`config.mk`:
```
export PLATFORM = sky130hd
export DESIGN_NAME = ifetch_buffer
export DESIGN_NICKNAME = d
export VERILOG_FILES = /design/src/rtl/ifetch_buffer.sv
export SDC_FILE = /design/constraint.sdc
export NUM_CORES = 1
export LEC_CHECK = 0
export BUFFER_PORTS_ARGS = -buffer_cell sky130_fd_sc_hd__buf_2
export CAP_MARGIN = 20
export CORE_AREA = 2 2 107 186
export CTS_CLUSTER_SIZE = 28
export DETAILED_ROUTE_END_ITERATION = 8
export DIE_AREA = 0 0 109 188
export GPL_TIMING_DRIVEN = 0
export PLACE_DENSITY = 0.53
export SLEW_MARGIN = 20
export SYNTH_ARGS = -nofsm -noshare
export SYNTH_HDL_FRONTEND = slang
export SYNTH_SLANG_ARGS = --single-unit
```
`constraint.sdc`:
```
create_clock -name clock -period 4.2 [get_ports clock]
set_input_delay 0 -clock clock [delete_from_list [all_inputs] [get_ports clock]]
set_output_delay 0 -clock clock [all_outputs]
set_load 0.02 [all_outputs]
```
`src/rtl/ifetch_buffer.sv`:
```
// Instruction-fetch buffer: accepts PCs, issues in-order memory reads, pairs
// returned words with their PCs and hands (pc, instr) to decode. A flush
// discards everything in flight; responses still owed for flushed requests
// are counted in drop_cnt and swallowed when they come back.
module ifetch_buffer #(
  parameter int XLEN  = 32,
  parameter int DEPTH = 2
) (
  input  logic            clock,
  input  logic            reset,
  input  logic            in_valid,
  input  logic [XLEN-1:0] in_pc,
  output logic            in_ready,
  input  logic            flush,
  output logic            mem_req_valid,
  output logic [XLEN-1:0] mem_req_addr,
  input  logic            mem_req_ready,
  input  logic            mem_resp_valid,
  input  logic [XLEN-1:0] mem_resp_data,
  output logic            out_valid,
  output logic [XLEN-1:0] out_pc,
  output logic [XLEN-1:0] out_instr,
  input  logic            out_ready
);

  localparam int IW = $clog2(DEPTH);
  localparam int PW = IW + 1;
  localparam logic [PW:0] DEPTH_W = (PW+1)'(DEPTH);

  // Pointers carry one extra wrap bit so full and empty are distinguishable.
  logic [PW-1:0]   alloc, fill, head, drop_cnt;
  logic [XLEN-1:0] slot_pc    [DEPTH];
  logic [XLEN-1:0] slot_instr [DEPTH];
  logic [DEPTH-1:0] slot_filled;

  logic [IW-1:0] alloc_idx, fill_idx, head_idx;
  logic [PW:0]   occupancy;
  logic [PW:0]   flush_drop_sum;
  logic [PW:0]   flush_drop;
  logic          credit, accept, pop, resp_drop, resp_fill;

  assign alloc_idx = alloc[IW-1:0];
  assign fill_idx  = fill[IW-1:0];
  assign head_idx  = head[IW-1:0];

  // Occupancy counts slots from head to alloc plus responses still owed for
  // flushed requests. It is taken before this cycle's pop, so space freed by
  // a pop becomes available to the PC stage on the following cycle.
  assign occupancy = {1'b0, PW'(alloc - head)} + {1'b0, drop_cnt};
  assign credit    = occupancy < DEPTH_W;

  assign mem_req_valid = in_valid & credit & ~flush & ~reset;
  assign mem_req_addr  = in_pc;
  assign in_ready      = credit & mem_req_ready & ~flush & ~reset;
  assign accept        = in_valid & in_ready;

  // Filled bits are cleared on pop, so a set bit at head always belongs to a
  // live entry and never to a stale one from a previous lap.
  assign out_valid = slot_filled[head_idx] & ((head != fill) | slot_filled[head_idx]) & ~reset;
  assign out_pc    = slot_pc[head_idx];
  assign out_instr = slot_instr[head_idx];
  assign pop       = out_valid & out_ready & ~flush;

  // A response with nothing outstanding (fill == alloc, drop_cnt == 0) is ignored.
  assign resp_drop = mem_resp_valid & (drop_cnt != '0);
  assign resp_fill = mem_resp_valid & (drop_cnt == '0) & (fill != alloc);

  // On flush every outstanding request becomes owed; a response arriving in
  // the same cycle pays one back immediately.
  assign flush_drop_sum = {1'b0, drop_cnt} + {1'b0, PW'(alloc - fill)};
  assign flush_drop     = (mem_resp_valid && (flush_drop_sum != '0)) ? flush_drop_sum - 1'b1
                                                                   : flush_drop_sum;

  // Pointer, drop counter and filled-bit control.
  always_ff @(posedge clock) begin
    if (reset) begin
      alloc       <= '0;
      fill        <= '0;
      head        <= '0;
      drop_cnt    <= '0;
      slot_filled <= '0;
    end else if (flush) begin
      fill        <= alloc;
      head        <= alloc;
      drop_cnt    <= flush_drop[PW-1:0];
      slot_filled <= '0;
    end else begin
      if (accept) begin
        alloc                  <= alloc + 1'b1;
        slot_filled[alloc_idx] <= 1'b0;
      end
      if (resp_drop) drop_cnt <= drop_cnt - 1'b1;
      if (resp_fill) begin
        fill                  <= fill + 1'b1;
        slot_filled[fill_idx] <= 1'b1;
      end
      if (pop) begin
        head                  <= head + 1'b1;
        slot_filled[head_idx] <= 1'b0;
      end
    end
  end

  // Slot payload storage; validity is tracked solely by slot_filled.
  always_ff @(posedge clock) begin
    if (accept) slot_pc[alloc_idx] <= in_pc;
    if (resp_fill && !flush && !reset) slot_instr[fill_idx] <= mem_resp_data;
  end

endmodule

```
After elaboration in Yosys (flattened, before gate mapping)
Memories as Yosys holds them, arrays and structs flattened. A register that Yosys moved wholly into a read port is not among the register bits. Cells that the tools add are included.

Bitwise operators: 22. Muxes and demuxes: 30. Order comparisons: 7. $add $sub $neg: 9. Eq/ne operators: 2. Reductions and logical operators: 16.

Operators by type and width (number): $mux 2 (14); $and 1x1->1 (14); $mux 1 (13); $reduce_bool 2->1 (4); $add 2x1->2 const B (3); $add 2x2->3 (2); $logic_and 1x1->1 (6); $lt 1x2->1 const B (3); $and 2x2->2 (2); $ne 2x2->1 (2); $not 2->2 (2); $sub 2x1->2 const B (2); $sub 2x2->2 (2); $demux 1 s1 (3); $ge 1x1->1 const B (3); $lt 3x2->1 const B (1); $reduce_bool 3->1 (1); $logic_not 1->1 (2); $logic_not 2->1 (1); $not 1->1 (2); $or 2x2->2 (1); $reduce_and 2->1 (1); $reduce_or 2->1 (1); $or 1x1->1 (1).

Output and inout port bits: 99. Bits of input ports: 71. Logic and storage cells: 93. Bits in writable memories: 128. Register bits: 10. Memories kept: 2.

Memory list: slot_instr (words 2, width 32, read ports 1, clocked after memory_dff 1, wr ports 1, line 33) `logic [XLEN-1:0] slot_instr [DEPTH];`; slot_pc (words 2, width 32, read ports 1, clocked after memory_dff 1, wr ports 1, line 32) `logic [XLEN-1:0] slot_pc [DEPTH];`.

Longest topological paths before layout
Word-level depth: 16. Gate-level depth with buffers: 11. Gate-level depth less buffers: 11.

Least setup slack after synthesis
OpenSTA, ideal clock, no wires.

Path kind: flip-flop to flip-flop. From: reg alloc[0]. To: mem slot_instr[0][0], enable pin. Required time: 3.739 ns. Library setup time: 0.461 ns. Arrival: 3.235 ns. Path buffers: 0. Slack: 0.504 ns. Clock period less this slack: 3.696 ns. Cell stages (with the launch flop): 6. Cell sequence: dfxtp_1 inv_1 ha_1 a21oi_1 nand2b_1 nor3_1.

Word-level cells in the longest chain between the ends: 6.

Ends and longest elaborated chain: start: declaration (line 31) `logic [PW-1:0] alloc, fill, head, drop_cnt;`; start signal: assignment (line 89) `alloc <= alloc + 1'b1;`; $ne 2x2->1 (line 66) `assign resp_fill = mem_resp_valid & (drop_cnt == '0) & (fill != alloc);`; $and 1x1->1 (line 66); $logic_and 1x1->1 (2 in a row) (line 107) `if (resp_fill && !flush && !reset) slot_instr[fill_idx] <= mem_resp_data;`; $mux 1 (line 107); $mux 1 (not written as such) (line 107); end: declaration (line 33).

Every way passes these cells.

Final worst setup path
From: reg alloc[0]. To: mem slot_pc[0][18], enable pin.

Word-level cells in the longest chain between the ends: 9.

Ends and longest elaborated chain: $sub 2x2->2 (line 49) `assign occupancy = {1'b0, PW'(alloc - head)} + {1'b0, drop_cnt};`; $add 2x2->3 (line 49); $lt 3x2->1 (line 50) `assign credit = occupancy < DEPTH_W;`; $and 1x1->1 (3 in a row) (line 54) `assign in_ready = credit & mem_req_ready & ~flush & ~reset;`; $and 1x1->1 (line 55) `assign accept = in_valid & in_ready;`; $mux 1 (line 106) `if (accept) slot_pc[alloc_idx] <= in_pc;`; $mux 1 (not written as such) (line 106); end: declaration (line 32).

Several ways; a longest one is shown, not always the timed one.

==> impl_metrics.json <==
{
  "wl_per_cell_um": 15.3,
  "fmax_mhz": 308,
  "ff2ff_path_depth": 9,
  "required_ns": 4.32,
  "holdBufCountCts": 68,
  "worstSetupStartpointType": "flip-flop",
  "timing.hold.ws_ns": 0.0295,
  "syn_avg_cell_area_sq_um": 17.5,
  "syn-instance-count": 319,
  "drive_above_1_share": 0.530,
  "ys_ff_latch": 139,
  "multi_input_area_sq_um": 1220,
  "hold_class": "in2reg",
  "place_ws_ns": 0.950,
  "place.gp.congestion": 0.782,
  "synth_edf_count": 128,
  "remaining_drc_errors": 0,
  "fin_nets": 663,
  "grt_pass1_wl_um": 19300,
  "area_growth_pct": 45.4,
  "setup_viol": 0,
  "synth_fp_nets": 397,
  "grt_usage": 0.128,
  "r2r_start": "alloc[0]",
  "cts_buffers": 17,
  "maxSlewViolCount": 0,
  "vdd_drop_max_uv": 190,
  "wirelength_um": 12800,
  "min_period_ns": 3.25,
  "hpwl_um": 8960,
  "core_sq_um": 19000,
  "ff2ff_setup_slack_ns": 0.95,
  "netlist_area_sq_um": 5580,
  "cts_buffer_depth": 2,
  "max_cap_violations": 0,
  "fin_worst_skew_ns": 0.00895,
  "cts.root.buffer_cell": "clkbuf_16",
  "rsz0062_at_grt": "no",
  "status": "complete, no violations",
  "tritoncts": "yes",
  "clock_latency_ns": 0.42,
  "die_h_um": 188,
  "synthArstFlopShare": 0,
  "endpoint": "slot_pc[0][18]",
  "period_share": 0.773,
  "synth_top_area_share": 0.688,
  "antenna_found_initial": 0,
  "cts.htree.levels": 4,
  "start_util": 0.293,
  "whs_path_depth": 4,
  "post-cts-setup-buffer-count": 0,
  "viasPerCell": 4.23,
  "ant_nets": 0,
  "yosys.area.top_type": "edfxtp_1",
  "post_cts_resized": 0,
  "ff_latch_area_sq_um": 4060,
  "die_w_um": 109,
  "grt_overflow_total": 0,
  "max_slew_margin": 0.617,
  "routed-via-count": 3550,
  "r2r-end": "slot_pc[0][18]",
  "synth.area.top_cells": "edfxtp_1 69%, mux2_2 13%, buf_4 4.4%",
  "die_area_sq_um": 20500,
  "final.fill_count": 1753,
  "crit_type": "reg2reg",
  "io_pins": 170,
  "port_buffers": 169,
  "clkSinkCount": 139,
  "p_per_area_nw_per_um2": 421,
  "drt_first_iter_violations": 151,
  "leakagePower_uw": 0.00316,
  "first_pass_iters": 4,
  "clkSlewWorstSetupHoldPaths_ns": 0.06,
  "synthDistinctLibCells": 30,
  "yosys_warnings": 0,
  "diodes": 0,
  "synth_flop_cell": "edfxtp_1",
  "worst_slew_pin_slew_ns": 0.573,
  "grt_pass1_vias": 3727,
  "startpoint": "alloc[0]",
  "grt_max_degree": 19,
  "num_rows": 67,
  "fin_ws_ns": 0.955,
  "end_kind": "flip-flop",
  "hold_violations": 0,
  "cp.arrival_ns": 3.36,
  "critical_path.max_fanout": 17,
  "seq_area_frac_synth": 0.728
}
-- critical path, stage by stage, from the launching register on --
cell      delay (ns)
dfxtp_1         0.41
inv_1           0.15
ha_1            0.23
xor2_1          0.15
xnor2_1         0.17
fa_1            0.52
nand3b_1        0.19
or2_2           0.40
nor2_4          0.46
buf_16          0.23
-- report_power, final --
group | leakage [uW] | switching (uW) | total [uW] | internal (uW)
Clock | 0.000262 | 556 | 1410 | 859
Sequential | 0.00124 | 16.1 | 1560 | 1550
Combinational | 0.00165 | 228 | 440 | 212
Total | 0.00316 | 801 | 3420 | 2620
-- cell type report --
| cell class | count | share of cell area |
|---|---|---|
| sequential | 139 | 0.501 |
| timing repair buffer | 247 | 0.203 |
| multi-input combinational | 131 | 0.150 |
| clock buffer | 17 | 0.0524 |
| tap | 241 | 0.0372 |
| buffer | 41 | 0.0362 |
| clock inverter | 15 | 0.0163 |
| inverter | 8 | 0.00370 |
-- routing by layer --
layer,part of all wire,GRT usage,vias up
li1,-,-,1694
met2,0.58,0.243,88
met1,0.35,0.122,1747
met4,0.028,0.0651,0
met5,0,0,-
met3,0.036,0.0330,21
-- synth_stat cells, types with 3 or more instances --
cell type and count:
o21a_1 3, o21ai_0 5, inv_1 8, nor2_1 8, buf_4 33, mux2_2 64, nand2b_1 3, ha_1 5
buf_2 7, edfxtp_1 128, xnor2_1 9, dfxtp_1 11, a21oi_1 6, nand2_1 6
-- per-stage QoR --
step / power, uW / utilization / setup TNS (ns) / cells / cell area (sq um)
2_1_floorplan: 1840 / - / 0 / 319 / 5580
3_3_place_gp: 1970 / 0.354 / -97.62 / 729 / 6730
3_5_place_dp: 1990 / 0.361 / 0 / 739 / 6880
4_1_cts: 3470 / 0.427 / 0 / 839 / 8120
5_1_grt: 3560 / 0.427 / 0 / 839 / 8120
6_report: 3420 / 0.427 / 0 / 839 / 8120
-- state kept, by name, summed over array words and instances (netlist names), named ones only --
signal       flops
slot_instr      64
slot_pc         64
alloc            2
drop_cnt         2
fill             2
head             2
slot_filled      2
-- logic make-up after synthesis --
kind of cell,Yosys count,synth area share
xor gates and xnor gates,11,0.0173
muxes,65,0.131
AOI/OAI and AO/OA,19,0.0208
DFF,139,0.728
adders and majority gates,7,0.0184
buffers and inverters,49,0.0580
and+or+nand+nor,29,0.0267
-- worst min-delay path by stage --
stage / from / endpoint
6_report: mem_resp_valid / slot_filled[1]
5_1_grt: mem_resp_valid / slot_filled[1]
4_1_cts: mem_resp_valid / slot_filled[1]
3_5_place_dp: mem_resp_data[2] / slot_instr[0][2]
3_3_place_gp: mem_resp_data[6] / slot_instr[1][6]
2_1_floorplan: mem_resp_data[0] / slot_instr[0][0]
-- cell usage in the layout (no fill, tap or decap) --
master / synthesis / final
clkinvlp_4: 0 / 4
nor2_1: 8 / 6
a21boi_0: 1 / 1
buf_16: 0 / 2
mux2i_1: 1 / 1
xnor2_1: 9 / 9
bufinv_16: 0 / 2
clkinv_4: 0 / 1
or2_2: 1 / 1
edfxtp_1: 128 / 128
a211oi_1: 1 / 1
dlygate4sd3_1: 0 / 68
mux2_2: 64 / 64
fa_1: 2 / 2
nand2_1: 6 / 6
buf_2: 7 / 176
clkinv_2: 0 / 3
o21ai_0: 5 / 5
nor2_4: 0 / 2
xor2_1: 2 / 2
inv_1: 8 / 8
nor2b_1: 2 / 2
nand3b_1: 2 / 2
ha_1: 5 / 5
nor3_2: 0 / 2
nand2b_1: 3 / 3
a21oi_1: 6 / 6
nand3_1: 2 / 2
o21a_1: 3 / 3
clkbuf_16: 0 / 17
a21o_2: 1 / 1
nand4b_1: 1 / 1
dfxtp_1: 11 / 11
nor3b_1: 2 / 2
a31oi_1: 1 / 1
a22o_1: 1 / 1
clkinv_1: 0 / 5
buf_6: 1 / 3
buf_4: 33 / 39
Power figures use the tool's default switching activity.
